`config.mk`:
```
export PLATFORM = sky130hd
export DESIGN_NAME = life_gen_scheduler_flat
export DESIGN_NICKNAME = d
export VERILOG_FILES = /design/src/rtl/life_pkg.sv /design/src/rtl/life_gen_scheduler_if.sv /design/src/rtl/life_row_addr_gen.sv /design/src/rtl/life_gen_scheduler.sv /design/src/flat_wrapper.sv
export SDC_FILE = /design/constraint.sdc
export NUM_CORES = 1
export LEC_CHECK = 0
export ABC_AREA = 0
export CORE_MARGIN = 1.5
export CORE_UTILIZATION = 48
export CTS_CLUSTER_DIAMETER = 120
export DETAILED_ROUTE_END_ITERATION = 12
export GPL_TIMING_DRIVEN = 0
export HOLD_SLACK_MARGIN = 0.08
export MAX_ROUTING_LAYER = met4
export PLACE_DENSITY = 0.8
export RECOVER_POWER = 25
export SLEW_MARGIN = 20
export SYNTH_ARGS = -nofsm -noshare
export SYNTH_HDL_FRONTEND = slang
export SYNTH_SLANG_ARGS = --single-unit
```
`constraint.sdc`:
```
create_clock -name aclk -period 3.6 [get_ports aclk]
set_input_delay 0.72 -clock aclk [delete_from_list [all_inputs] [get_ports aclk]]
set_output_delay 0.72 -clock aclk [all_outputs]
set_load 0.05 [all_outputs]
```
`src/rtl/life_pkg.sv`:
```
// Shared constants and types for the Game-of-Life generation scheduler.
// Latency: n/a (definitions only).
// Backpressure: n/a.
package life_pkg;

    localparam int ROWS   = 720;   // grid rows
    localparam int COLS   = 1280;  // grid columns (one BRAM row word)
    localparam int ROW_AW = 10;    // row address width

    // Scheduler FSM states
    typedef enum logic [3:0] {
        IDLE,
        PRE0,
        PRE1,
        PRE2,
        PWAIT,
        COMP,
        WRITE,
        FETCH,
        DONE
    } sched_state_t;

    // Write-port source select
    localparam logic WR_SRC_GEN  = 1'b0;
    localparam logic WR_SRC_HOST = 1'b1;

endpackage

```
`src/rtl/life_gen_scheduler_if.sv`:
```
// Bundle of control, BRAM-port and compute-handshake signals around the scheduler.
// Latency: n/a (wiring only).
// Backpressure: compute side stalls the scheduler via cmp_ready; host side waits for init_gnt.
// master = scheduler, slave = surrounding fabric (BRAM, row-compute unit, host loader, packer).
interface life_gen_scheduler_if #(
    parameter int ROW_AW = 10
);
    logic              frame_start;
    logic              pause;
    logic              step_req;
    logic              init_req;
    logic              init_gnt;
    logic              init_we;
    logic [ROW_AW-1:0] init_addr;
    logic              rd_en;
    logic [ROW_AW-1:0] rd_addr;
    logic              win_shift;
    logic              cmp_valid;
    logic [ROW_AW-1:0] cmp_row;
    logic              cmp_ready;
    logic              wr_en;
    logic [ROW_AW-1:0] wr_addr;
    logic              wr_bank;
    logic              wr_src;
    logic              front_bank;
    logic              gen_busy;
    logic [31:0]       gen_count;

    modport master (
        input  frame_start, pause, step_req, init_req, init_we, init_addr, cmp_ready,
        output init_gnt, rd_en, rd_addr, win_shift, cmp_valid, cmp_row,
               wr_en, wr_addr, wr_bank, wr_src, front_bank, gen_busy, gen_count
    );

    modport slave (
        output frame_start, pause, step_req, init_req, init_we, init_addr, cmp_ready,
        input  init_gnt, rd_en, rd_addr, win_shift, cmp_valid, cmp_row,
               wr_en, wr_addr, wr_bank, wr_src, front_bank, gen_busy, gen_count
    );
endinterface

```
`src/rtl/life_row_addr_gen.sv`:
```
// Modulo-ROWS row counter with toroidal neighbours: row, (row+2) mod ROWS, (row-1) mod ROWS.
// Latency: counter updates one cycle after clr/inc; neighbour outputs are combinational.
// Backpressure: none; advances only when inc is asserted.
// Ports: aclk/aresetn, clr (to row 0, wins over inc), inc, row, row_p2, row_m1.
module life_row_addr_gen #(
    parameter int ROWS   = 720,
    parameter int ROW_AW = 10
) (
    input  logic              aclk,
    input  logic              aresetn,
    input  logic              clr,
    input  logic              inc,
    output logic [ROW_AW-1:0] row,
    output logic [ROW_AW-1:0] row_p2,
    output logic [ROW_AW-1:0] row_m1
);

    localparam logic [ROW_AW-1:0] LAST   = ROW_AW'(ROWS - 1);
    localparam logic [ROW_AW:0]   ROWS_W = (ROW_AW + 1)'(ROWS);

    logic [ROW_AW-1:0] row_q;
    logic [ROW_AW:0]   sum_p2;

    always_ff @(posedge aclk or negedge aresetn) begin
        if (!aresetn) begin
            row_q <= '0;
        end else if (clr) begin
            row_q <= '0;
        end else if (inc) begin
            row_q <= (row_q == LAST) ? '0 : row_q + ROW_AW'(1);
        end
    end

    // One extra bit so row+2 cannot overflow before the modulo fold.
    always_comb begin
        sum_p2 = {1'b0, row_q} + (ROW_AW + 1)'(2);
        row_p2 = (sum_p2 >= ROWS_W) ? ROW_AW'(sum_p2 - ROWS_W) : ROW_AW'(sum_p2);
        row_m1 = (row_q == '0) ? LAST : row_q - ROW_AW'(1);
    end

    assign row = row_q;

endmodule

```
`src/rtl/life_gen_scheduler.sv`:
```
// Runs one Life generation per frame: preloads a toroidal 3-row window, per row waits for compute, writes back to the back bank.
// Latency: 4-cycle window preload, then 3 cycles + compute latency per row; bank swap lands on the frame_start after DONE.
// Backpressure: COMP holds indefinitely until cmp_ready; host writes wait for init_gnt, which is only given in IDLE.
// Ports: aclk, aresetn (async active-low), bus (master side of life_gen_scheduler_if).
module life_gen_scheduler #(
    parameter int ROWS   = 720,
    parameter int ROW_AW = 10
) (
    input  logic                  aclk,
    input  logic                  aresetn,
    life_gen_scheduler_if.master  bus
);
    import life_pkg::*;

    sched_state_t      state;
    sched_state_t      state_nxt;

    logic [ROW_AW-1:0] row;
    logic [ROW_AW-1:0] row_p2;
    logic [ROW_AW-1:0] row_m1_unused;
    logic              row_clr;
    logic              row_inc;

    logic              start;
    logic              swap_now;

    logic              front_bank_q;
    logic              swap_pending;
    logic              step_pending;
    logic              init_gnt_q;
    logic              win_shift_q;
    logic [31:0]       gen_count_q;

    logic              rd_en_c;
    logic [ROW_AW-1:0] rd_addr_c;
    logic              cmp_valid_c;
    logic [ROW_AW-1:0] cmp_row_c;
    logic              wr_en_c;
    logic [ROW_AW-1:0] wr_addr_c;
    logic              wr_bank_c;
    logic              wr_src_c;

    life_row_addr_gen #(
        .ROWS   (ROWS),
        .ROW_AW (ROW_AW)
    ) u_row_addr (
        .aclk    (aclk),
        .aresetn (aresetn),
        .clr     (row_clr),
        .inc     (row_inc),
        .row     (row),
        .row_p2  (row_p2),
        .row_m1  (row_m1_unused)
    );

    always_comb begin
        state_nxt   = state;
        row_clr     = 1'b0;
        row_inc     = 1'b0;
        start       = 1'b0;
        swap_now    = 1'b0;
        rd_en_c     = 1'b0;
        rd_addr_c   = '0;
        cmp_valid_c = 1'b0;
        cmp_row_c   = '0;
        wr_en_c     = 1'b0;
        wr_addr_c   = '0;
        wr_bank_c   = 1'b0;
        wr_src_c    = WR_SRC_GEN;

        case (state)
            IDLE: begin
                // While the host owns the port the frame boundary is ignored;
                // the grant already discarded any pending swap.
                if (bus.frame_start && !init_gnt_q) begin
                    swap_now = swap_pending;
                    if ((!bus.pause || step_pending) && !bus.init_req) begin
                        start     = 1'b1;
                        row_clr   = 1'b1;
                        state_nxt = PRE0;
                    end
                end
            end
            PRE0: begin
                rd_en_c   = 1'b1;
                rd_addr_c = ROW_AW'(ROWS - 1);
                state_nxt = PRE1;
            end
            PRE1: begin
                rd_en_c   = 1'b1;
                rd_addr_c = '0;
                state_nxt = PRE2;
            end
            PRE2: begin
                rd_en_c   = 1'b1;
                rd_addr_c = ROW_AW'(1);
                state_nxt = PWAIT;
            end
            PWAIT: begin
                state_nxt = COMP;
            end
            COMP: begin
                cmp_valid_c = 1'b1;
                cmp_row_c   = row;
                if (bus.cmp_ready) begin
                    state_nxt = WRITE;
                end
            end
            WRITE: begin
                wr_en_c   = 1'b1;
                wr_addr_c = row;
                wr_bank_c = ~front_bank_q;
                wr_src_c  = WR_SRC_GEN;
                state_nxt = (row == ROW_AW'(ROWS - 1)) ? DONE : FETCH;
            end
            FETCH: begin
                rd_en_c   = 1'b1;
                rd_addr_c = row_p2;
                row_inc   = 1'b1;
                state_nxt = COMP;
            end
            DONE: begin
                state_nxt = IDLE;
            end
            default: begin
                state_nxt = IDLE;
            end
        endcase

        // Grant only exists in IDLE, so this never collides with write-back.
        if (init_gnt_q) begin
            wr_en_c   = bus.init_we;
            wr_addr_c = bus.init_addr;
            wr_bank_c = front_bank_q;
            wr_src_c  = WR_SRC_HOST;
        end
    end

    always_ff @(posedge aclk or negedge aresetn) begin
        if (!aresetn) begin
            state        <= IDLE;
            front_bank_q <= 1'b0;
            swap_pending <= 1'b0;
            step_pending <= 1'b0;
            init_gnt_q   <= 1'b0;
            win_shift_q  <= 1'b0;
            gen_count_q  <= '0;
        end else begin
            state       <= state_nxt;
            // BRAM read latency is one cycle, so the window shifts the cycle after each read.
            win_shift_q <= rd_en_c;
            init_gnt_q  <= (state == IDLE) && bus.init_req;

            if (swap_now) begin
                front_bank_q <= ~front_bank_q;
            end

            if (state == DONE) begin
                swap_pending <= 1'b1;
            end else if (swap_now || init_gnt_q) begin
                swap_pending <= 1'b0;
            end

            // A step request made during a running generation is kept for the next frame.
            if (start) begin
                step_pending <= 1'b0;
            end else if (bus.step_req && bus.pause) begin
                step_pending <= 1'b1;
            end

            if (state == DONE) begin
                gen_count_q <= gen_count_q + 32'd1;
            end
        end
    end

    assign bus.init_gnt   = init_gnt_q;
    assign bus.rd_en      = rd_en_c;
    assign bus.rd_addr    = rd_addr_c;
    assign bus.win_shift  = win_shift_q;
    assign bus.cmp_valid  = cmp_valid_c;
    assign bus.cmp_row    = cmp_row_c;
    assign bus.wr_en      = wr_en_c;
    assign bus.wr_addr    = wr_addr_c;
    assign bus.wr_bank    = wr_bank_c;
    assign bus.wr_src     = wr_src_c;
    assign bus.front_bank = front_bank_q;
    assign bus.gen_busy   = (state != IDLE) && (state != DONE);
    assign bus.gen_count  = gen_count_q;

endmodule

```
`src/flat_wrapper.sv`:
```
// flat-port wrapper written by rule: the top's interface ports become plain ports
module life_gen_scheduler_flat import life_pkg::*;
#(
    parameter int ROWS   = 720,
    parameter int ROW_AW = 10
)
  (aclk, aresetn, bus_frame_start, bus_pause, bus_step_req, bus_init_req, bus_init_we, bus_init_addr, bus_cmp_ready, bus_init_gnt, bus_rd_en, bus_rd_addr, bus_win_shift, bus_cmp_valid, bus_cmp_row, bus_wr_en, bus_wr_addr, bus_wr_bank, bus_wr_src, bus_front_bank, bus_gen_busy, bus_gen_count);
  life_gen_scheduler_if #(.ROW_AW(ROW_AW)) bus_i ();
  input  logic aclk;
  input  logic aresetn;
  input wire logic [$bits(bus_i.frame_start)-1:0] bus_frame_start;
  input wire logic [$bits(bus_i.pause)-1:0] bus_pause;
  input wire logic [$bits(bus_i.step_req)-1:0] bus_step_req;
  input wire logic [$bits(bus_i.init_req)-1:0] bus_init_req;
  input wire logic [$bits(bus_i.init_we)-1:0] bus_init_we;
  input wire logic [$bits(bus_i.init_addr)-1:0] bus_init_addr;
  input wire logic [$bits(bus_i.cmp_ready)-1:0] bus_cmp_ready;
  output wire logic [$bits(bus_i.init_gnt)-1:0] bus_init_gnt;
  output wire logic [$bits(bus_i.rd_en)-1:0] bus_rd_en;
  output wire logic [$bits(bus_i.rd_addr)-1:0] bus_rd_addr;
  output wire logic [$bits(bus_i.win_shift)-1:0] bus_win_shift;
  output wire logic [$bits(bus_i.cmp_valid)-1:0] bus_cmp_valid;
  output wire logic [$bits(bus_i.cmp_row)-1:0] bus_cmp_row;
  output wire logic [$bits(bus_i.wr_en)-1:0] bus_wr_en;
  output wire logic [$bits(bus_i.wr_addr)-1:0] bus_wr_addr;
  output wire logic [$bits(bus_i.wr_bank)-1:0] bus_wr_bank;
  output wire logic [$bits(bus_i.wr_src)-1:0] bus_wr_src;
  output wire logic [$bits(bus_i.front_bank)-1:0] bus_front_bank;
  output wire logic [$bits(bus_i.gen_busy)-1:0] bus_gen_busy;
  output wire logic [$bits(bus_i.gen_count)-1:0] bus_gen_count;
  assign bus_i.frame_start = bus_frame_start;
  assign bus_i.pause = bus_pause;
  assign bus_i.step_req = bus_step_req;
  assign bus_i.init_req = bus_init_req;
  assign bus_i.init_we = bus_init_we;
  assign bus_i.init_addr = bus_init_addr;
  assign bus_i.cmp_ready = bus_cmp_ready;
  assign bus_init_gnt = bus_i.init_gnt;
  assign bus_rd_en = bus_i.rd_en;
  assign bus_rd_addr = bus_i.rd_addr;
  assign bus_win_shift = bus_i.win_shift;
  assign bus_cmp_valid = bus_i.cmp_valid;
  assign bus_cmp_row = bus_i.cmp_row;
  assign bus_wr_en = bus_i.wr_en;
  assign bus_wr_addr = bus_i.wr_addr;
  assign bus_wr_bank = bus_i.wr_bank;
  assign bus_wr_src = bus_i.wr_src;
  assign bus_front_bank = bus_i.front_bank;
  assign bus_gen_busy = bus_i.gen_busy;
  assign bus_gen_count = bus_i.gen_count;
  life_gen_scheduler #(.ROWS(ROWS), .ROW_AW(ROW_AW)) u_core (.aclk(aclk), .aresetn(aresetn), .bus(bus_i));
endmodule
```
# Word level (Yosys, flattened, before mapping)
# Cells that the tools add are included.
[word_totals]
regBits = 51
input_bits = 18
output_inout_bits = 71
elab_cells = 75
[classes]
addsub = 4
magnitude_cmp = 1
eq_ne = 13
mux = 30
n_bitwise = 1
n_reduce_logical = 18
[ops]
columns = ["cell", "count"]
rows = [
  ["two-way mux 10 bit", 7],
  ["adder 32 x 1 -> 32 bit, second input constant", 1],
  ["one-hot mux 10 bit (3 select lines)", 1],
  ["one-hot mux 4 bit (7 select lines)", 1],
  ["two-way mux 1 bit", 17],
  ["== test 4 x 3 -> 1 bit, second input constant", 4],
  ["two-way mux 4 bit", 4],
  ["adder 10 x 2 -> 11 bit, second input constant", 1],
  ["greater-or-equal comparator 11 x 10 -> 1 bit, second input constant", 1],
  ["adder 10 x 1 -> 10 bit, second input constant", 1],
  ["== test 10 bit, second input constant", 1],
  ["subtractor 10 bit, second input constant", 1],
  ["== test 4 x 2 -> 1 bit, second input constant", 2],
  ["nonzero test 2 bit", 3],
  ["logical AND 1 bit", 5],
  ["== test 4 x 1 -> 1 bit, second input constant", 1],
  ["== test 4 bit, second input constant", 1],
  ["logical NOT 4 bit", 1],
  ["!= test 2 x 1 -> 1 bit, second input constant", 2],
  ["!= test 4 bit, second input constant", 1],
  ["nonzero test 4 bit", 1],
  ["OR reduction 4 bit", 1],
  ["logical NOT 1 bit", 3],
  ["AND reduction 3 bit", 1],
  ["4 further kinds", 5],
]

# Depth between registers and ports, before layout
[logic_depth]
ltp_word = 7
mapped_depth = 12
depth_no_buf = 11

# Hierarchy
# Synthesis repeated with hierarchy kept, for this count alone.
[unflattened]
hier_cells = 401
area_unflattened_um2 = 3582.2
[modules_own_cells]
columns = ["mod", "n_inst", "cells_per_inst", "area_each_um2", "seq_area_each_um2"]
rows = [
  ["life_gen_scheduler", 1, 240, 2252.2, 1026.0],
  ["life_row_addr_gen", 1, 161, 1330.0, 250.2],
]

# Worst setup path after synthesis
# No wires, ideal clock.
[synth_timing]
path_type = "reg2out"
startpoint = "register u_core.u_row_addr.row_q[1], in the netlist u_core.u_row_addr.row[1]"
endpoint = "output bus_rd_addr[5]"
arrival_time_ns = 3.271
required_time_ns = 2.880
slack_ns = -0.391
path_stages_with_launch = 12
path_buffers = 1
cell_sequence = "dfrtp_1 ha_1 clkbuf_1 nand2_1 xor2_1 ha_1 and3b_1 o211ai_1 a31oi_1 o21ai_0 and3_1 a211oi_1"
[synth_between]
elab_chain_cells = 4
word_cells_on_any_way = 5
classes_between = "add/sub: 2; order compare: 1; mux: 2"
[synth_lines]
columns = ["item", "line", "text"]
rows = [
  ["start: declaration", "life_row_addr_gen.sv:21", "logic [ROW_AW-1:0] row_q;"],
  ["start signal: assignment", "life_row_addr_gen.sv:30", "row_q <= (row_q == LAST) ? '0 : row_q + ROW_AW'(1);"],
  ["adder 10 x 2 -> 11 bit (*)", "life_row_addr_gen.sv:36", "sum_p2 = {1'b0, row_q} + (ROW_AW + 1)'(2);"],
  ["subtractor 10 bit or greater-or-equal comparator 11 x 10 -> 1 bit (tied branches)", "life_row_addr_gen.sv:37", "row_p2 = (sum_p2 >= ROWS_W) ? ROW_AW'(sum_p2 - ROWS_W) : ROW_AW'(sum_p2);"],
  ["two-way mux 10 bit (*)", "life_row_addr_gen.sv:37", ""],
  ["one-hot mux 10 bit (3 select lines) (*)", "life_gen_scheduler.sv:71", "case (state)"],
  ["end: declaration", "flat_wrapper.sv:20", "output wire logic [$bits(bus_i.rd_addr)-1:0] bus_rd_addr;"],
]
# Mark *: on every way between the ends. The rest lies on a longest branch, timed or not.

# Final worst setup path
[layout_timing]
startpoint = "register u_core.u_row_addr.row_q[2], in the netlist u_core.u_row_addr.row[2]"
endpoint = "output bus_rd_addr[8]"
# Same word-level chain as after synthesis.

==> impl_metrics.ini <==
[run_status]
outcome = finished clean

[floorplanning]
rows = 29
initial_core_util = 0.4985
die_h_um = 84.21
die_area_sq_um = 7091
coreArea_sq_um = 6350
ios = 89
die_w_um = 84.21

[sta]
slew_headroom = 0.5712
fmax_mhz = 282.1
slew_viol_final = 0
rsz0062_at_grt = true
finalHoldViolCount = 0
tns_ns = 0
finClkSkew_ns = 0.005417
final.period_utilization = 0.9848
hold-worst-slack_ns = 0.4360
post-route-min-period_ns = 3.545
worst-slew-pin-transition_ns = 0.6432
setup_viol = 0

[layout]
post-route-cell-area_sq_um = 4423
drive_above_1_share = 0.1373
n_antenna_cell = 0
final_util = 0.6966
area_delta_synth_final_pct = 39.72
layout_common_cells = clkdlybuf4s50_1, dfrtp_1, nand2_1
layout_commonest_cell = clkdlybuf4s50_1
instances_no_fill = 543
final_nets = 489

[critical_path]
path_delay_family = compound AO/OA/AOI/OAI gates
slowest_stage = dfrtp_2
crit_path_start_kind = flop
crit_fanout = 6
arrival_ns = 2.83
path_cells = ha_4 > nor2b_2 > mux2i_2 > o311a_1 > o31a_1 > o221a_2 > or3_1 > a21oi_2 > buf_6
critPathBufInv = 1
cp.required_ns = 2.88
critical_path_class = reg -> out
end_kind = output pin
max_stage_delay_ns = 0.46

[clocking]
clock_latency_ns = 0.30
clkTransAtPathRegs_ns = 0.09
htree_num_levels = 2
cts_made_buffers = 5
cts.sinks = 51
cts_tree = yes
cts_buffer_depth = 2
cts_hold_buf = 0
cts-root-buf = clkbuf_8

[placed_design]
place_inst = 525
placedInstanceArea_sq_um = 4149
hpwl_um = 6411
port_buffers = 88
place_congestion = 0.9016

[yosys]
synthArstFlopShare = 1.000
synth_edf_count = 0
syn_area_sq_um = 3166
synthDistinctLibCells = 53
syn_inst = 360
ys_seq_area_frac = 0.4032
synthFlopType = dfrtp_1
avgSynthCellArea_sq_um = 8.793
synth_nets = 384
yosys.area.top_type_share = 0.4032
yosys_warnings = 0
synth.area.top_cells = dfrtp_1, xnor2_1, nand2_1
ys_seq_elements = 51
synth_area_leader_cell = dfrtp_1

[route]
vias_per_cell = 5.733
drtIter0Drc = 240
routed_wl_um = 8857
vias = 3113
firstDrtPassIters = 4
drc_errors = 0
wl_per_cell_um = 16.31
ant_nets = 0

[power_and_ir_drop]
p_sw_mw = 1.815
power_density_nw_per_um2 = 789.0
power_frac_clock = 0.092
ir_worst_vdd_mv = 0.6231
switching_share = 0.5202
internal_power_mw = 1.674
leakagePower_nw = 2.010
seqPwrFrac = 0.211
combPwrFrac = 0.698

[min_path]
hold_class = in -> async

[global_route]
grt_pass1_wl_um = 14200
grt_pass1_vias = 2904
grt-ovfl-total = 0
grt_max_degree = 52
antenna_found_initial = 0
grt_usage = 0.2554

[flow_run]
cap_viol_max_count = 0
[through the flow]
stage,setup slack (ns),power (mW)
after floorplan,0.0009737,2.287
after global placement,-0.6501,2.936
after detailed placement,-0.7062,2.957
after CTS,0.008004,3.342
after global routing,-0.03539,3.674
final,0.05468,3.490
[worst paths after layout]
| check | startpoint | to | slack (ns) | cells after the start |
|---|---|---|---|---|
| max | u_core.u_row_addr.row[2]$_DFFE_PN0P_ | bus_rd_addr[8] | 0.05 | 9 |
| min | aresetn | u_core.bus.gen_count[29]$_DFFE_PN0P_ | 0.44 | 1 |
| max reg2reg | u_core.state[2]$_DFFE_PN0P_ | u_core.bus.gen_count[31]$_DFFE_PN0P_ | 0.90 | 8 |
| min reg2reg | u_core.bus.gen_count[31]$_DFFE_PN0P_ | u_core.bus.gen_count[31]$_DFFE_PN0P_ | 0.48 | 1 |
| max in group asynchronous | aresetn | u_core.u_row_addr.row[2]$_DFFE_PN0P_ | 2.69 | 1 |
| min in group aclk | u_core.bus.gen_count[31]$_DFFE_PN0P_ | u_core.bus.gen_count[31]$_DFFE_PN0P_ | 0.48 | 1 |
[kinds of logic after synthesis]
kind of cell	after synthesis	synth area share
buf+inv	34	0.04229
simple gates	155	0.2565
flops	51	0.4032
compound gates	66	0.1391
mux	4	0.01344
xor+xnor	44	0.1217
fa+ha+maj	6	0.02371
[flip-flops by register name, indices dropped and copies added (netlist names)]
name                   count
u_core.swap_pending        1
u_core.bus.init_gnt        1
u_core.u_row_addr.row     10
u_core.bus.front_bank      1
u_core.bus.win_shift       1
u_core.bus.gen_count      32
u_core.state               4
u_core.step_pending        1
[per-layer routing]
metal | up-vias | wire (um) | track usage | share of wire
met2 | 129 | 4293 | 0.4044 | 0.48
met1 | 1502 | 3744 | 0.3425 | 0.42
met4 | 0 | 128 | 0.07154 | 0.014
met3 | 12 | 691 | 0.04130 | 0.078
li1 | 1470 | - | - | -
met5 | - | 0 | - | 0
[Yosys cell counts, types with 10 or more instances]
cell type / instances
inv_1: 10
nand3_1: 17
xnor2_1: 34
xor2_1: 10
a21oi_1: 18
and2_1: 11
nand2_1: 38
dfrtp_1: 51
nand4_1: 10
nor2_1: 34
o21ai_0: 14
a22o_1: 10
clkbuf_1: 19
[worst register-to-register path: stages (launching register included)]
cell and delay (ns):
dfrtp_1 0.46, or4b_1 0.49, buf_2 0.17, nor4_2 0.47, and2_1 0.25, and3_1 0.25
nand4_1 0.21, nor2_1 0.17, xor2_1 0.16
[layout make-up]
| class | count | area [sq um] |
|---|---|---|
| clock inverters | 2 | 12.51 |
| flip-flops and latches | 51 | 1279 |
| multi-input cells | 275 | 1839 |
| well taps | 77 | 96.34 |
| inverters | 11 | 41.29 |
| clock buffers | 6 | 72.57 |
| fillers | 508 | 1927 |
| repair buffers | 101 | 983.4 |
| plain buffers | 20 | 98.84 |
[power groups by stage]
stage	logic [mW]	registers (mW)	clock network [mW]
final	2.43	0.735	0.320
after global routing	2.58	0.746	0.344
after CTS	2.29	0.721	0.327
after detailed placement	2.22	0.737	0
after global placement	2.20	0.735	0
after floorplan	1.54	0.746	0
[timing repair]
item	in CTS	in global routing
gates resized for setup	50	29
setup endpoints to repair	25	22
buffers inserted	3	10
pin swaps	0	4
No activity file was read; power rests on OpenSTA's default activity.
